[config.mk]
export PLATFORM = sky130hd
export DESIGN_NAME = seq_mult_unit_flat
export DESIGN_NICKNAME = d
export VERILOG_FILES = /design/src/rtl/seq_mult_unit_pkg.sv /design/src/rtl/seq_mult_unit_if.sv /design/src/rtl/seq_mult_unit_mult_add_step.sv /design/src/rtl/seq_mult_unit.sv /design/src/flat_wrapper.sv
export SDC_FILE = /design/constraint.sdc
export NUM_CORES = 1
export LEC_CHECK = 0
export BUFFER_PORTS_ARGS = -buffer_cell sky130_fd_sc_hd__buf_2
export CORE_UTILIZATION = 50
export CTS_BUF_LIST = sky130_fd_sc_hd__clkbuf_8
export DETAILED_ROUTE_END_ITERATION = 10
export GPL_TIMING_DRIVEN = 1
export PLACE_DENSITY = 0.71
export SLEW_MARGIN = 10
export SYNTH_ARGS = -nofsm -noshare
export SYNTH_HDL_FRONTEND = slang
export SYNTH_SLANG_ARGS = --single-unit
[constraint.sdc]
create_clock -name clk -period 5 [get_ports clk]
set_input_delay 0 -clock clk [delete_from_list [all_inputs] [get_ports clk]]
set_output_delay 0 -clock clk [all_outputs]
set_load 0.05 [all_outputs]
[src/rtl/seq_mult_unit_pkg.sv]
// Shared constants for the iterative HI/LO multiplier: FSM encodings and the
// default operand width the control unit also uses for its stall counter.
package seq_mult_unit_pkg;

    localparam int MULT_WIDTH = 32;

    localparam logic [1:0] MS_IDLE = 2'd0;
    localparam logic [1:0] MS_CALC = 2'd1;
    localparam logic [1:0] MS_SIGN = 2'd2;
    localparam logic [1:0] MS_DONE = 2'd3;

endpackage

[src/rtl/seq_mult_unit_if.sv]
// Request/response bundle between the control unit and the multiplier.
interface seq_mult_unit_if
    import seq_mult_unit_pkg::*;
#(
    parameter int WIDTH = MULT_WIDTH
);
    logic             start;
    logic             is_signed;
    logic [WIDTH-1:0] op_a;
    logic [WIDTH-1:0] op_b;
    logic             busy;
    logic             done;
    logic [WIDTH-1:0] hi;
    logic [WIDTH-1:0] lo;

    modport master (
        output start, is_signed, op_a, op_b,
        input  busy, done, hi, lo
    );

    modport slave (
        input  start, is_signed, op_a, op_b,
        output busy, done, hi, lo
    );
endinterface

[src/rtl/seq_mult_unit_mult_add_step.sv]
// One shift-add iteration: conditionally add the multiplicand into the upper
// half (with carry) and shift the whole accumulator right by one.
module mult_add_step #(
    parameter int WIDTH = 32
) (
    input  logic [2*WIDTH:0] acc_in,
    input  logic [WIDTH-1:0] mcand,
    output logic [2*WIDTH:0] acc_out
);
    logic [WIDTH:0] upper;

    // The top bit of acc_in is always zero after a shift, so the WIDTH+1 sum
    // cannot overflow.
    always_comb begin
        upper   = acc_in[2*WIDTH:WIDTH] + (acc_in[0] ? {1'b0, mcand} : '0);
        acc_out = {1'b0, upper, acc_in[WIDTH-1:1]};
    end
endmodule

[src/rtl/seq_mult_unit.sv]
// Radix-2 sequential multiplier for mult/multu; result lands in HI/LO and is
// held there until the next operation completes.
module seq_mult_unit
    import seq_mult_unit_pkg::*;
#(
    parameter int WIDTH = MULT_WIDTH
) (
    input logic             clk,
    input logic             rst_n,
    seq_mult_unit_if.slave  bus
);
    localparam logic [WIDTH-1:0] LAST = WIDTH'(WIDTH - 1);

    logic [1:0]         state;
    logic [2*WIDTH:0]   acc;
    logic [2*WIDTH:0]   acc_next;
    logic [WIDTH-1:0]   mcand;
    logic [WIDTH-1:0]   cnt;
    logic               neg;
    logic [WIDTH-1:0]   hi_q;
    logic [WIDTH-1:0]   lo_q;
    logic [WIDTH-1:0]   a_mag;
    logic [WIDTH-1:0]   b_mag;
    logic [2*WIDTH-1:0] prod;
    logic               accept;

    mult_add_step #(.WIDTH(WIDTH)) u_step (
        .acc_in  (acc),
        .mcand   (mcand),
        .acc_out (acc_next)
    );

    // 0x80..0 negates to itself, which is the correct unsigned magnitude.
    always_comb begin
        a_mag = bus.op_a;
        b_mag = bus.op_b;
        if (bus.is_signed && bus.op_a[WIDTH-1]) a_mag = ~bus.op_a + WIDTH'(1);
        if (bus.is_signed && bus.op_b[WIDTH-1]) b_mag = ~bus.op_b + WIDTH'(1);
        prod = neg ? (~acc[2*WIDTH-1:0] + (2*WIDTH)'(1)) : acc[2*WIDTH-1:0];
    end

    assign accept = bus.start && (state == MS_IDLE || state == MS_DONE);

    always_ff @(posedge clk) begin
        if (!rst_n) begin
            state <= MS_IDLE;
            acc   <= '0;
            mcand <= '0;
            cnt   <= '0;
            neg   <= 1'b0;
            hi_q  <= '0;
            lo_q  <= '0;
        end else begin
            case (state)
                MS_IDLE, MS_DONE: begin
                    if (accept) begin
                        mcand <= a_mag;
                        acc   <= {{(WIDTH+1){1'b0}}, b_mag};
                        neg   <= bus.is_signed & (bus.op_a[WIDTH-1] ^ bus.op_b[WIDTH-1]);
                        cnt   <= '0;
                        state <= MS_CALC;
                    end else begin
                        state <= MS_IDLE;
                    end
                end
                MS_CALC: begin
                    acc <= acc_next;
                    cnt <= cnt + WIDTH'(1);
                    if (cnt == LAST) state <= MS_SIGN;
                end
                MS_SIGN: begin
                    {hi_q, lo_q} <= prod;
                    state        <= MS_DONE;
                end
                default: state <= MS_IDLE;
            endcase
        end
    end

    assign bus.busy = (state == MS_CALC) || (state == MS_SIGN);
    assign bus.done = (state == MS_DONE);
    assign bus.hi   = hi_q;
    assign bus.lo   = lo_q;
endmodule
[src/flat_wrapper.sv]
// flat-port wrapper written by rule: the top's interface ports become plain ports
module seq_mult_unit_flat import seq_mult_unit_pkg::*;
#(
    parameter int WIDTH = MULT_WIDTH
)
  (clk, rst_n, bus_start, bus_is_signed, bus_op_a, bus_op_b, bus_busy, bus_done, bus_hi, bus_lo);
  seq_mult_unit_if #(.WIDTH(WIDTH)) bus_i ();
  input logic clk;
  input logic rst_n;
  input wire logic [$bits(bus_i.start)-1:0] bus_start;
  input wire logic [$bits(bus_i.is_signed)-1:0] bus_is_signed;
  input wire logic [$bits(bus_i.op_a)-1:0] bus_op_a;
  input wire logic [$bits(bus_i.op_b)-1:0] bus_op_b;
  output wire logic [$bits(bus_i.busy)-1:0] bus_busy;
  output wire logic [$bits(bus_i.done)-1:0] bus_done;
  output wire logic [$bits(bus_i.hi)-1:0] bus_hi;
  output wire logic [$bits(bus_i.lo)-1:0] bus_lo;
  assign bus_i.start = bus_start;
  assign bus_i.is_signed = bus_is_signed;
  assign bus_i.op_a = bus_op_a;
  assign bus_i.op_b = bus_op_b;
  assign bus_busy = bus_i.busy;
  assign bus_done = bus_i.done;
  assign bus_hi = bus_i.hi;
  assign bus_lo = bus_i.lo;
  seq_mult_unit #(.WIDTH(WIDTH)) u_core (.clk(clk), .rst_n(rst_n), .bus(bus_i));
endmodule
== Word-level counts from Yosys, hierarchy flattened ==
Cells that the tools add are included.

* Input port bits: 68
* Register bits: 196
* RAM bits: 0
* Logic and storage cells: 44
* Latch bits: 0
* Memory bits (read-only): 0
* Memories: 0

* Shift-type cells: 0
* Bitwise operators: 5
* Reduce and logical (&&, ||, !) cells: 10
* Muxes and demuxes: 11
* Multiply operators: 0
* Equality and inequality tests: 6
* Divide/modulo/power cells: 0
* $add $sub $neg: 5
* Order comparisons: 0

{| class="wikitable"
|+ Operators with widths
! cell !! number
|-
| $pmux W65 S2 || 1
|-
| $mux W32 || 4
|-
| $add A32 B1 Y32 const B || 3
|-
| $mux W65 || 1
|-
| $add A64 B1 Y64 const B || 1
|-
| $mux W64 || 1
|-
| $not A32 Y32 || 2
|-
| $not A64 Y64 || 1
|-
| $pmux W32 S2 || 1
|-
| $add A33 B33 Y33 || 1
|-
| $eq A32 B5 Y1 const B || 1
|-
| $pmux W2 S3 || 1
|-
| $eq A2 B2 Y1 const B || 2
|-
| $ne A2 B1 Y1 const B || 2
|-
| $reduce_and A2 Y1 || 2
|-
| $logic_and A1 B1 Y1 || 3
|-
| $eq A2 B1 Y1 const B || 1
|-
| $logic_not A2 Y1 || 1
|-
| $logic_or A1 B1 Y1 || 2
|-
| $mux W2 || 1
|-
| $reduce_bool A2 Y1 || 1
|-
| $reduce_or A2 Y1 || 1
|-
| $and A1 B1 Y1 || 1
|-
| $mux W1 || 1
|-
| $xor A1 B1 Y1 || 1
|}

== Logic depth before layout (Yosys ltp) ==
Gate-level depths: netlist (run 1).

* Word-level depth: 5
* Depth in mapped cells: 13

== Hierarchy ==
Synthesis (run 1) repeated with hierarchy kept, for this count alone.

* Cell total of the unflattened synthesis: 1,612
* Area, all modules: 12,615.8 sq um

{| class="wikitable"
|+ Modules (own cells, without submodules)
! module !! cells an instance !! instances !! area an instance (sq um) !! sequential area each (sq um)
|-
| seq_mult_unit || 1,291 || 1 || 10,323.7 || 3,923.8
|-
| mult_add_step || 321 || 1 || 2,292.2 || 0.0
|}

== Worst setup path after synthesis (run 1) ==
OpenSTA, ideal clock, no wires.

* Path kind: reg2reg
* Start: register u_core.acc[32]
* End: register u_core.hi_q[24] (netlist: u_core.bus.hi[24])
* Arrival: 2,624 ps
* Data required time: 4,878 ps
* Buffers on the path: 0
* Stages on the path, launching flop included: 8
* Clock period less this slack: 2,746 ps
* Path slack: 2,254 ps
* Library setup time: 122 ps
* Cells stage by stage: dfxtp_1 -> or4_4 -> or4_4 -> or2_4 -> or4_4 -> nor2_2 -> nor3_1 -> a311o_1

* Cells in the longest elaborated chain, start to end: 3

{| class="wikitable"
|+ RTL lines
! item !! line !! RTL
|-
| start, declared || seq_mult_unit.sv:15 || <nowiki>logic [2*WIDTH:0] acc;</nowiki>
|-
| start signal, assigned || seq_mult_unit.sv:58 || <nowiki>acc <= {{(WIDTH+1){1'b0}}, b_mag};</nowiki>
|-
| start signal, assigned || seq_mult_unit.sv:67 || <nowiki>acc <= acc_next;</nowiki>
|-
| $not A64 Y64 || seq_mult_unit.sv:39 || <nowiki>prod = neg ? (~acc[2*WIDTH-1:0] + (2*WIDTH)'(1)) : acc[2*WIDTH-1:0];</nowiki>
|-
| $add A64 B1 Y64 || seq_mult_unit.sv:39 ||
|-
| $mux W64 || seq_mult_unit.sv:39 ||
|-
| end signal, assigned || seq_mult_unit.sv:72 || <nowiki>{hi_q, lo_q} <= prod;</nowiki>
|-
| end, declared || seq_mult_unit.sv:20 || <nowiki>logic [WIDTH-1:0] hi_q;</nowiki>
|}

Every way passes these cells.
A chain may end at the register's enable or synchronous reset.

== Worst setup path after layout (run 1) ==
* Start: register u_core.acc[0]
* End: register u_core.acc[56]

* Cells in the longest elaborated chain, start to end: 3

{| class="wikitable"
|+ RTL lines
! item !! line !! RTL
|-
| $mux W32 || seq_mult_unit_mult_add_step.sv:15 || <nowiki>upper = acc_in[2*WIDTH:WIDTH] + (acc_in[0] ? {1'b0, mcand} : '0);</nowiki>
|-
| $add A33 B33 Y33 || seq_mult_unit_mult_add_step.sv:15 ||
|-
| $pmux W65 S2 || seq_mult_unit.sv:54 || <nowiki>case (state)</nowiki>
|}

Every way passes these cells.

==> impl_metrics.json, run 1 <==
{
  "synth_top_flop_cell": "dfxtp_1",
  "overflow": 0,
  "timing_worst_setup_path_type": "reg -> reg",
  "gp_congestion": 0.956,
  "clockBufferDepth": 2,
  "dieArea_sq_mm": 0.0240,
  "layout-drive-gt1-share": 0.115,
  "rsz0062_at_grt": "false",
  "power_w": 0.00562,
  "cts.clk_slew.worst_paths_ns": 0.11,
  "cts_tree": "yes",
  "rows": 55,
  "dr.pass1.iters": 5,
  "antenna_found_initial": 0,
  "grt_use_total": 0.270,
  "critPathArrivalTime_ns": 3.92,
  "ir_worst_vdd_uv": 188,
  "holdCritPathClass": "in -> reg",
  "cap_violations": 0,
  "clock-sinks": 195,
  "hpwl_um": 23800,
  "initial_core_util": 0.513,
  "yosysSeqAreaShare": 0.334,
  "setup_viol": 0,
  "io_pins": 134,
  "viasPerCell": 5.64,
  "finalMaxSlewViolations": 0,
  "final_cell_mix": "195 x dfxtp_1, 182 x nand2_1, 147 x nor2_1",
  "tightestPinTransition_ns": 1.06,
  "place_ws_ns": 1.48,
  "grt_pass1_wl_um": 52000,
  "slew_headroom": 0.291,
  "numCtsBuffers": 17,
  "holdWs_ns": 0.0300,
  "fin_nets": 1767,
  "drc": 0,
  "fin_crit_sh": 0.716,
  "synth_seq_cells": 195,
  "synth_cells": 1515,
  "grt_pass1_vias": 9930,
  "die_h_um": 155,
  "setup_tns_ns": 0,
  "fp.coreArea_sq_mm": 0.0228,
  "postLayoutCellArea_sq_mm": 0.0136,
  "ant_nets": 0,
  "period_minus_slack_ns": 3.58,
  "crit_path_max_fanout": 37,
  "detail_route.wl_per_cell_um": 16.3,
  "num_vias": 11200,
  "fmax_mhz": 279,
  "h-tree-depth": 4,
  "die_w_um": 155,
  "wl_um": 32300,
  "syn_nets": 1623,
  "clk_latency_ns": 0.48,
  "syn_to_final_growth_pct": 16.3,
  "async_flop_share": 0,
  "endpoint_kind": "register",
  "start_kind": "register",
  "portBuffers": 133,
  "postPlaceCellArea_sq_mm": 0.0125,
  "grt_max_degree": 69,
  "drt_iter0_markers": 846,
  "synth-warning-count": 0,
  "post_cts_buffers": 0,
  "hold_viol_final": 0,
  "syn-cell-area_sq_mm": 0.0117,
  "status": "completed",
  "power_density_mw_per_mm2": 414,
  "worstPathRequired_ns": 5.34,
  "synth_edf_count": 0,
  "n_antenna_cell": 0,
  "power_leakage_nw": 5.40,
  "cts_root_buf": "clkbuf_8",
  "final_common_cell": "dfxtp_1",
  "synth_cell_types": 59,
  "fin_skew_ns": 0.0205,
  "setup_ws_ns": 1.42,
  "avgSynthCellArea_sq_um": 7.71
}
worst max-delay path, cell delays in order (launching register included):
cell and delay (ns):
dfxtp_1 1.04, and2_1 0.25, ha_1 0.29, a21oi_1 0.40, nand2_1 0.11, nor4b_1 0.41
a211oi_1 0.19, o31ai_1 0.49, xor2_1 0.17, o21ai_0 0.08
registers in the layout, indices dropped and copies added (netlist names):
name / cells
u_core.bus.hi: 32
u_core.mcand: 32
u_core.cnt: 32
u_core.state: 2
u_core.acc: 64
u_core.bus.lo: 32
u_core.neg: 1
synthesized netlist by cell type, drive strengths merged, types with 5 or more instances:
cell / instances / share of area
nor4: 16 / 0.0086
nor3b: 5 / 0.0036
nand2b: 14 / 0.0075
clkbuf: 82 / 0.026
o21ai: 144 / 0.062
or2: 6 / 0.0034
o211ai: 9 / 0.0058
nor2b: 9 / 0.0048
a22oi: 7 / 0.0045
inv: 22 / 0.0071
dfxtp: 195 / 0.33
o21a: 8 / 0.0051
o31ai: 27 / 0.017
or3: 32 / 0.017
a311oi: 6 / 0.0045
xnor2: 56 / 0.042
a31oi: 17 / 0.0091
xor2: 102 / 0.076
nand3: 60 / 0.026
a22o: 8 / 0.0060
a211oi: 31 / 0.020
o41ai: 11 / 0.0082
nor3: 26 / 0.012
a21oi: 93 / 0.040
and3: 8 / 0.0043
mux2i: 10 / 0.0086
nand2: 182 / 0.058
nor2: 150 / 0.048
and2: 40 / 0.021
or4: 12 / 0.0087
nand4: 23 / 0.012
nand4b: 5 / 0.0037
ha: 39 / 0.042
a21o: 17 / 0.011
and4: 6 / 0.0045
worst paths after layout:
check | cells after the start | endpoint | slack (ns) | start
worst min register to register | 2 | u_core.bus.hi[18]$_SDFFE_PN0P_ | 0.45 | u_core.bus.hi[18]$_SDFFE_PN0P_
worst min-delay path | 4 | u_core.acc[21]$_SDFFE_PN0P_ | 0.03 | bus_op_b[21]
worst max-delay path | 9 | u_core.acc[56]$_SDFFE_PN0P_ | 1.42 | u_core.acc[0]$_SDFFE_PN0P_
worst max register to register | 9 | u_core.acc[56]$_SDFFE_PN0P_ | 1.42 | u_core.acc[0]$_SDFFE_PN0P_
timing repair:
action                     4_1_cts  5_1_grt
hold buffers                    67        0
setup endpoints to repair        0        0
resized for setup                0        0
hold endpoints to repair        58        0
logic make-up after synthesis:
kind of cell             count (synthesis)  share of synthesized area
buffers and inverters                  108                     0.0347
adder cells (fa/ha/maj)                 40                     0.0435
flip-flops                             195                      0.334
multiplexers                            10                    0.00856
XOR/XNOR                               158                      0.118
AO/OA/AOI/OAI                          405                      0.213
AND/OR/NAND/NOR                        599                      0.248
report_power, final:
| group | total (W) | internal [W] | leakage (nW) | switching [W] |
|---|---|---|---|---|
| Sequential | 0.00220 | 0.00186 | 1.59 | 0.000346 |
| Combinational | 0.00236 | 0.000727 | 3.60 | 0.00164 |
| Clock | 0.00106 | 0.000420 | 0.205 | 0.000639 |
through the flow:
| stage | std cells | util |
|---|---|---|
| finish | 1985 | 0.597 |
| global route | 1985 | 0.597 |
| CTS | 1985 | 0.596 |
| detailed placement | 1886 | 0.550 |
| global placement | 1886 | 0.550 |
| floorplan | 1515 | - |
layout make-up:
type | instances | area [sq um]
Timing Repair Buffer | 210 | 1410
Multi-Input combinational cell | 1212 | 7400
Sequential cell | 195 | 3900
Fill cell | 2146 | 9190
Tap cell | 313 | 392
Clock buffer | 17 | 234
Clock inverter | 15 | 163
Inverter | 23 | 86.3
metal layers:
metal	GRT usage	wire length [um]	vias up
met1	0.417	16700	5125
met3	0.0496	2230	19
met4	0.0504	248	0
li1	-	-	5685
met2	0.386	13100	358
met5	0	0	-
Power figures use the tool's default switching activity.
==> inputs of run 2 (changes only) <==
- clock period: 5 -> 3.3 ns (I/O delays scaled with it)
==> run 2 against run 1 <==
Worst hold slack is essentially flat. Die area is the same. Clock skew grew 0.0039 ns. Critical path type unchanged. Largest cell class unchanged. Highest routed layer unchanged.
==> impl_metrics.json, run 2 (synthesis gave the netlist of run 1 again) <==
{
  "wl_um": 32700,
  "numCtsBuffers": 17,
  "drc": 0,
  "setup_viol": 0,
  "grt_use_met3": 0.0443,
  "final_cell_mix": "195 x dfxtp_1, 182 x nand2_1, 148 x nor2_1",
  "status": "completed",
  "fill_cells": 2044,
  "start_kind": "register",
  "syn_to_final_growth_pct": 18.0,
  "gp_congestion": 0.916,
  "cts_root_buf": "clkbuf_8",
  "clockBufferDepth": 2,
  "fin_crit_sh": 0.935,
  "dr.pass1.iters": 6,
  "dieArea_sq_mm": 0.0240,
  "overflow": 0,
  "initial_core_util": 0.513,
  "power_leakage_nw": 5.52,
  "use_met1": 0.418,
  "num_vias": 11400,
  "grtUsageMet2": 0.389,
  "io_pins": 134,
  "grt_use_total": 0.273,
  "grt_pass1_vias": 10200,
  "cts.clk_slew.worst_paths_ns": 0.11,
  "grt_pass1_wl_um": 52800,
  "final_common_cell": "dfxtp_1",
  "fmax_mhz": 324,
  "clk_latency_ns": 0.49,
  "timing_worst_setup_path_type": "reg -> reg",
  "tightestPinTransition_ns": 0.993,
  "rows": 55,
  "holdCritPathClass": "in -> reg",
  "fin_skew_ns": 0.0244,
  "finalMaxSlewViolations": 0,
  "slew_headroom": 0.336,
  "h-tree-depth": 4,
  "n_antenna_cell": 0,
  "hpwl_um": 24300,
  "dp.cells": 1910,
  "fin_cells": 2008,
  "busiest_layer": "met1",
  "rsz0062_at_grt": "false",
  "cts_tree": "yes",
  "largest_reg_flops": 64,
  "critPathArrivalTime_ns": 3.44,
  "fin_nets": 1790,
  "die_h_um": 155,
  "grt_max_degree": 69,
  "setup_tns_ns": 0,
  "power_density_mw_per_mm2": 626,
  "antenna_found_initial": 0,
  "regMostFlops": "u_core.acc",
  "endpoint_kind": "register",
  "die_w_um": 155,
  "hold_viol_final": 0,
  "viasPerCell": 5.66,
  "clock-sinks": 195,
  "worstPathRequired_ns": 3.66,
  "fp.coreArea_sq_mm": 0.0228,
  "detail_route.wl_per_cell_um": 16.3,
  "cap_violations": 0,
  "crit_path_max_fanout": 28,
  "drt_iter0_markers": 1097,
  "layout-drive-gt1-share": 0.128,
  "period_minus_slack_ns": 3.08,
  "portBuffers": 133,
  "ant_nets": 0,
  "ir_worst_vdd_uv": 414
}
## run 2: final timing paths
check | cells past startpoint | from | slack, ns | endpoint
hold / removal | 5 | bus_op_b[3] | 0.03 | u_core.acc[3]$_SDFFE_PN0P_
hold reg to reg | 2 | u_core.mcand[27]$_SDFFE_PN0P_ | 0.46 | u_core.mcand[27]$_SDFFE_PN0P_
setup / recovery | 10 | u_core.acc[0]$_SDFFE_PN0P_ | 0.22 | u_core.acc[56]$_SDFFE_PN0P_
setup reg to reg | 10 | u_core.acc[0]$_SDFFE_PN0P_ | 0.22 | u_core.acc[56]$_SDFFE_PN0P_
## run 2: layout make-up
type	instances	area, sq um	area share
Clock inverter	15	198	0.0143
Multi-Input combinational cell	1212	7400	0.536
Clock buffer	17	234	0.0170
Tap cell	313	392	0.0284
Inverter	23	86.3	0.00626
Timing Repair Buffer	233	1590	0.115
Sequential cell	195	3900	0.283
## run 2: metrics by stage
step | area, sq um | setup WS [ns] | power (W) | utilization | hold WS [ns]
2_1_floorplan | 11700 | 0.554 | 0.00585 | - | 0.136
6_report | 13800 | 0.215 | 0.00864 | 0.606 | 0.0303
5_1_grt | 13800 | 0.00349 | 0.00916 | 0.606 | 0.0281
3_3_place_gp | 12700 | 0.321 | 0.00687 | 0.557 | 0.297
4_1_cts | 13800 | 0.218 | 0.00862 | 0.605 | 0.000236
3_5_place_dp | 12700 | 0.289 | 0.00692 | 0.557 | 0.303
## run 2: metal layers
metal  vias up  share of wire
met1      5149           0.51
met2       428           0.40
met5         -              0
met4         0          0.017
li1       5738              -
met3        49          0.075
## run 2: critical path, stage by stage (launching register included)
cell and delay [ns]:
dfxtp_1 0.54, buf_4 0.31, and2_1 0.18, ha_1 0.27
a21oi_1 0.32, nor4b_1 0.50, a211oi_1 0.20, o31ai_1 0.23
buf_4 0.17, xor2_1 0.15, o21ai_0 0.08
## run 2: timing repair
action,CTS,global route
endpoints found under the hold margin,57,0
setup buffers,0,0
endpoints found under the setup margin,0,1
gates resized for setup,0,1
hold buffers,66,0
## run 2: power by group
group / internal, W / switching, W
clock: 0.000598 / 0.00105
sequential: 0.00281 / 0.000458
combinational: 0.00116 / 0.00256
total: 0.00457 / 0.00407
==> inputs of run 3 (changes only) <==
- REMOVE_ABC_BUFFERS: not set -> 1
==> run 3 against run 2 <==
Die area did not move. Routed wire length rose by 0.87%. Combinational power barely moved. Critical path depth rose by 1. Worst hold slack got worse by 0.0025 ns. Non-clock buffer count fell by 3. Design area fell by 0.49%. Total power fell by 1.0%. Largest power group unchanged. Clock skew fell by 0.0085 ns. Worst setup slack improved by 0.038 ns. Cell count fell by 0.15%. Flip-flop and latch count did not move. Critical endpoint is now u_core.acc[61]$_SDFFE_PN0P_.
==> impl_metrics.json, run 3 (synthesis gave the netlist of run 1 again) <==
{
  "drt_iter0_markers": 885,
  "cts_tree": "yes",
  "cap_violations": 0,
  "final_cell_mix": "194 x dfxtp_1, 182 x nand2_1, 148 x nor2_1",
  "postPlaceCellArea_sq_mm": 0.0127,
  "power_leakage_nw": 5.48,
  "tightestPinTransition_ns": 0.879,
  "setup_tns_ns": 0,
  "clock-sinks": 195,
  "layout-drive-gt1-share": 0.126,
  "die_w_um": 155,
  "sw_frac_of_total": 0.454,
  "gp_congestion": 0.941,
  "fin_crit_sh": 0.923,
  "grt_pass1_wl_um": 54100,
  "p_seq_frac": 0.380,
  "regMostFlops": "u_core.acc",
  "p_switching_w": 0.00388,
  "hold_viol_final": 0,
  "numCtsBuffers": 17,
  "cts_resized": 0,
  "clk_latency_ns": 0.47,
  "place_ws_ns": 0.313,
  "n_antenna_cell": 0,
  "multi_input_area_sq_mm": 0.00740,
  "rsz0062_at_grt": "false",
  "fill_cells": 2066,
  "status": "completed",
  "fin_util": 0.603,
  "slew_headroom": 0.412,
  "seqCellArea_sq_mm": 0.00391,
  "ir_worst_vdd_uv": 314,
  "fin_skew_ns": 0.0159,
  "hold_start": "bus_op_b[6]",
  "grt_pass1_vias": 10800,
  "detail_route.wl_per_cell_um": 16.4,
  "postLayoutCellArea_sq_mm": 0.0137,
  "fmax_mhz": 328,
  "rows": 55,
  "fin_nets": 1787,
  "initial_core_util": 0.513,
  "period_minus_slack_ns": 3.05,
  "largest_reg_flops": 64,
  "clockBufferDepth": 2,
  "cts_root_buf": "clkbuf_8",
  "timing_worst_setup_path_type": "reg -> reg",
  "fp.coreArea_sq_mm": 0.0228,
  "wl_um": 33000,
  "finalMaxSlewViolations": 0,
  "cts.clk_slew.worst_paths_ns": 0.11,
  "drc": 0,
  "crit_start": "u_core.acc[0]$_SDFFE_PN0P_",
  "power_density_mw_per_mm2": 623,
  "combPwrFrac": 0.437,
  "holdCritPathClass": "in -> reg",
  "r2r_start": "u_core.acc[0]$_SDFFE_PN0P_",
  "h-tree-depth": 4,
  "setup_viol": 0,
  "ant_nets": 0,
  "final_common_cell": "dfxtp_1",
  "setup_ws_ns": 0.253,
  "endpoint_kind": "register",
  "dp.cells": 1907,
  "start_kind": "register",
  "dr.pass1.iters": 5,
  "num_vias": 11400,
  "critPathArrivalTime_ns": 3.44,
  "io_pins": 134,
  "overflow": 0,
  "antenna_found_initial": 0,
  "grt_max_degree": 69,
  "portBuffers": 133,
  "die_h_um": 155,
  "hpwl_um": 23700,
  "viasPerCell": 5.68,
  "syn_to_final_growth_pct": 17.4,
  "dieArea_sq_mm": 0.0240,
  "p_int_w": 0.00467,
  "crit_path_max_fanout": 15,
  "worstPathRequired_ns": 3.69,
  "grt_use_total": 0.279,
  "fin_cells": 2005,
  "pwr-share-clk": 0.183
}
run 3: cell count changes in the layout (fill, tap and decap cells not counted), moves of 2 or more:
cell        before  now
buf_4           33   31
clkinv_8         6    0
inv_8            3    0
inv_12           2    0
inv_1           22   24
clkinv_2         0    3
bufinv_16        0    2
clkinvlp_4       1    4
run 3: worst paths after layout:
check	slack [ns]	cells after the start	end
worst max register to register	0.25	11	u_core.acc[61]$_SDFFE_PN0P_
worst max-delay path	0.25	11	u_core.acc[61]$_SDFFE_PN0P_
worst min register to register	0.45	2	u_core.mcand[31]$_SDFFE_PN0P_
worst min-delay path	0.03	5	u_core.acc[6]$_SDFFE_PN0P_
run 3: layer usage:
| layer | track usage | part of all wire | up-vias |
|---|---|---|---|
| li1 | - | - | 5727 |
| met1 | 0.370 | 0.46 | 5238 |
| met2 | 0.462 | 0.46 | 362 |
| met3 | 0.0421 | 0.055 | 58 |
| met4 | 0.0976 | 0.024 | 0 |
| met5 | 0 | 0 | - |
run 3: final cells by class:
cell class	instances	share of cell area
multi-input combinational	1212	0.539
sequential	195	0.284
timing repair buffer	230	0.114
tap	313	0.0285
clock buffer	18	0.0180
clock inverter	14	0.0101
inverter	23	0.00629
run 3: timing repair:
action,CTS,global route
hold buffers,66,0
hold endpoints to repair,58,0
setup buffers,0,0
run 3: metrics by stage:
stage / total power (W) / hold WS (ns)
after global placement: 0.00687 / 0.275
after detailed placement: 0.00692 / 0.279
after floorplan: 0.00572 / 0.109
after CTS: 0.00854 / 0.00445
after global routing: 0.00907 / 0.0329
final: 0.00855 / 0.0278
run 3: critical path: stages, from the launching register on:
cell and delay [ns]:
dfxtp_1 0.60, and2_1 0.20, ha_1 0.16, inv_1 0.05, fa_1 0.37, nand2b_1 0.19, a21oi_1 0.36, o22ai_1 0.20
a21oi_1 0.34, o211a_1 0.20, nor3_1 0.05, o31ai_1 0.24
run 3: power groups by stage:
stage                     Combinational, W  Sequential [W]  Clock, W
after floorplan                    0.00191         0.00381         0
after global placement             0.00359         0.00328         0
after detailed placement           0.00363         0.00329         0
after CTS                          0.00371         0.00324   0.00159
after global routing               0.00407         0.00331   0.00169
final                              0.00374         0.00325   0.00156
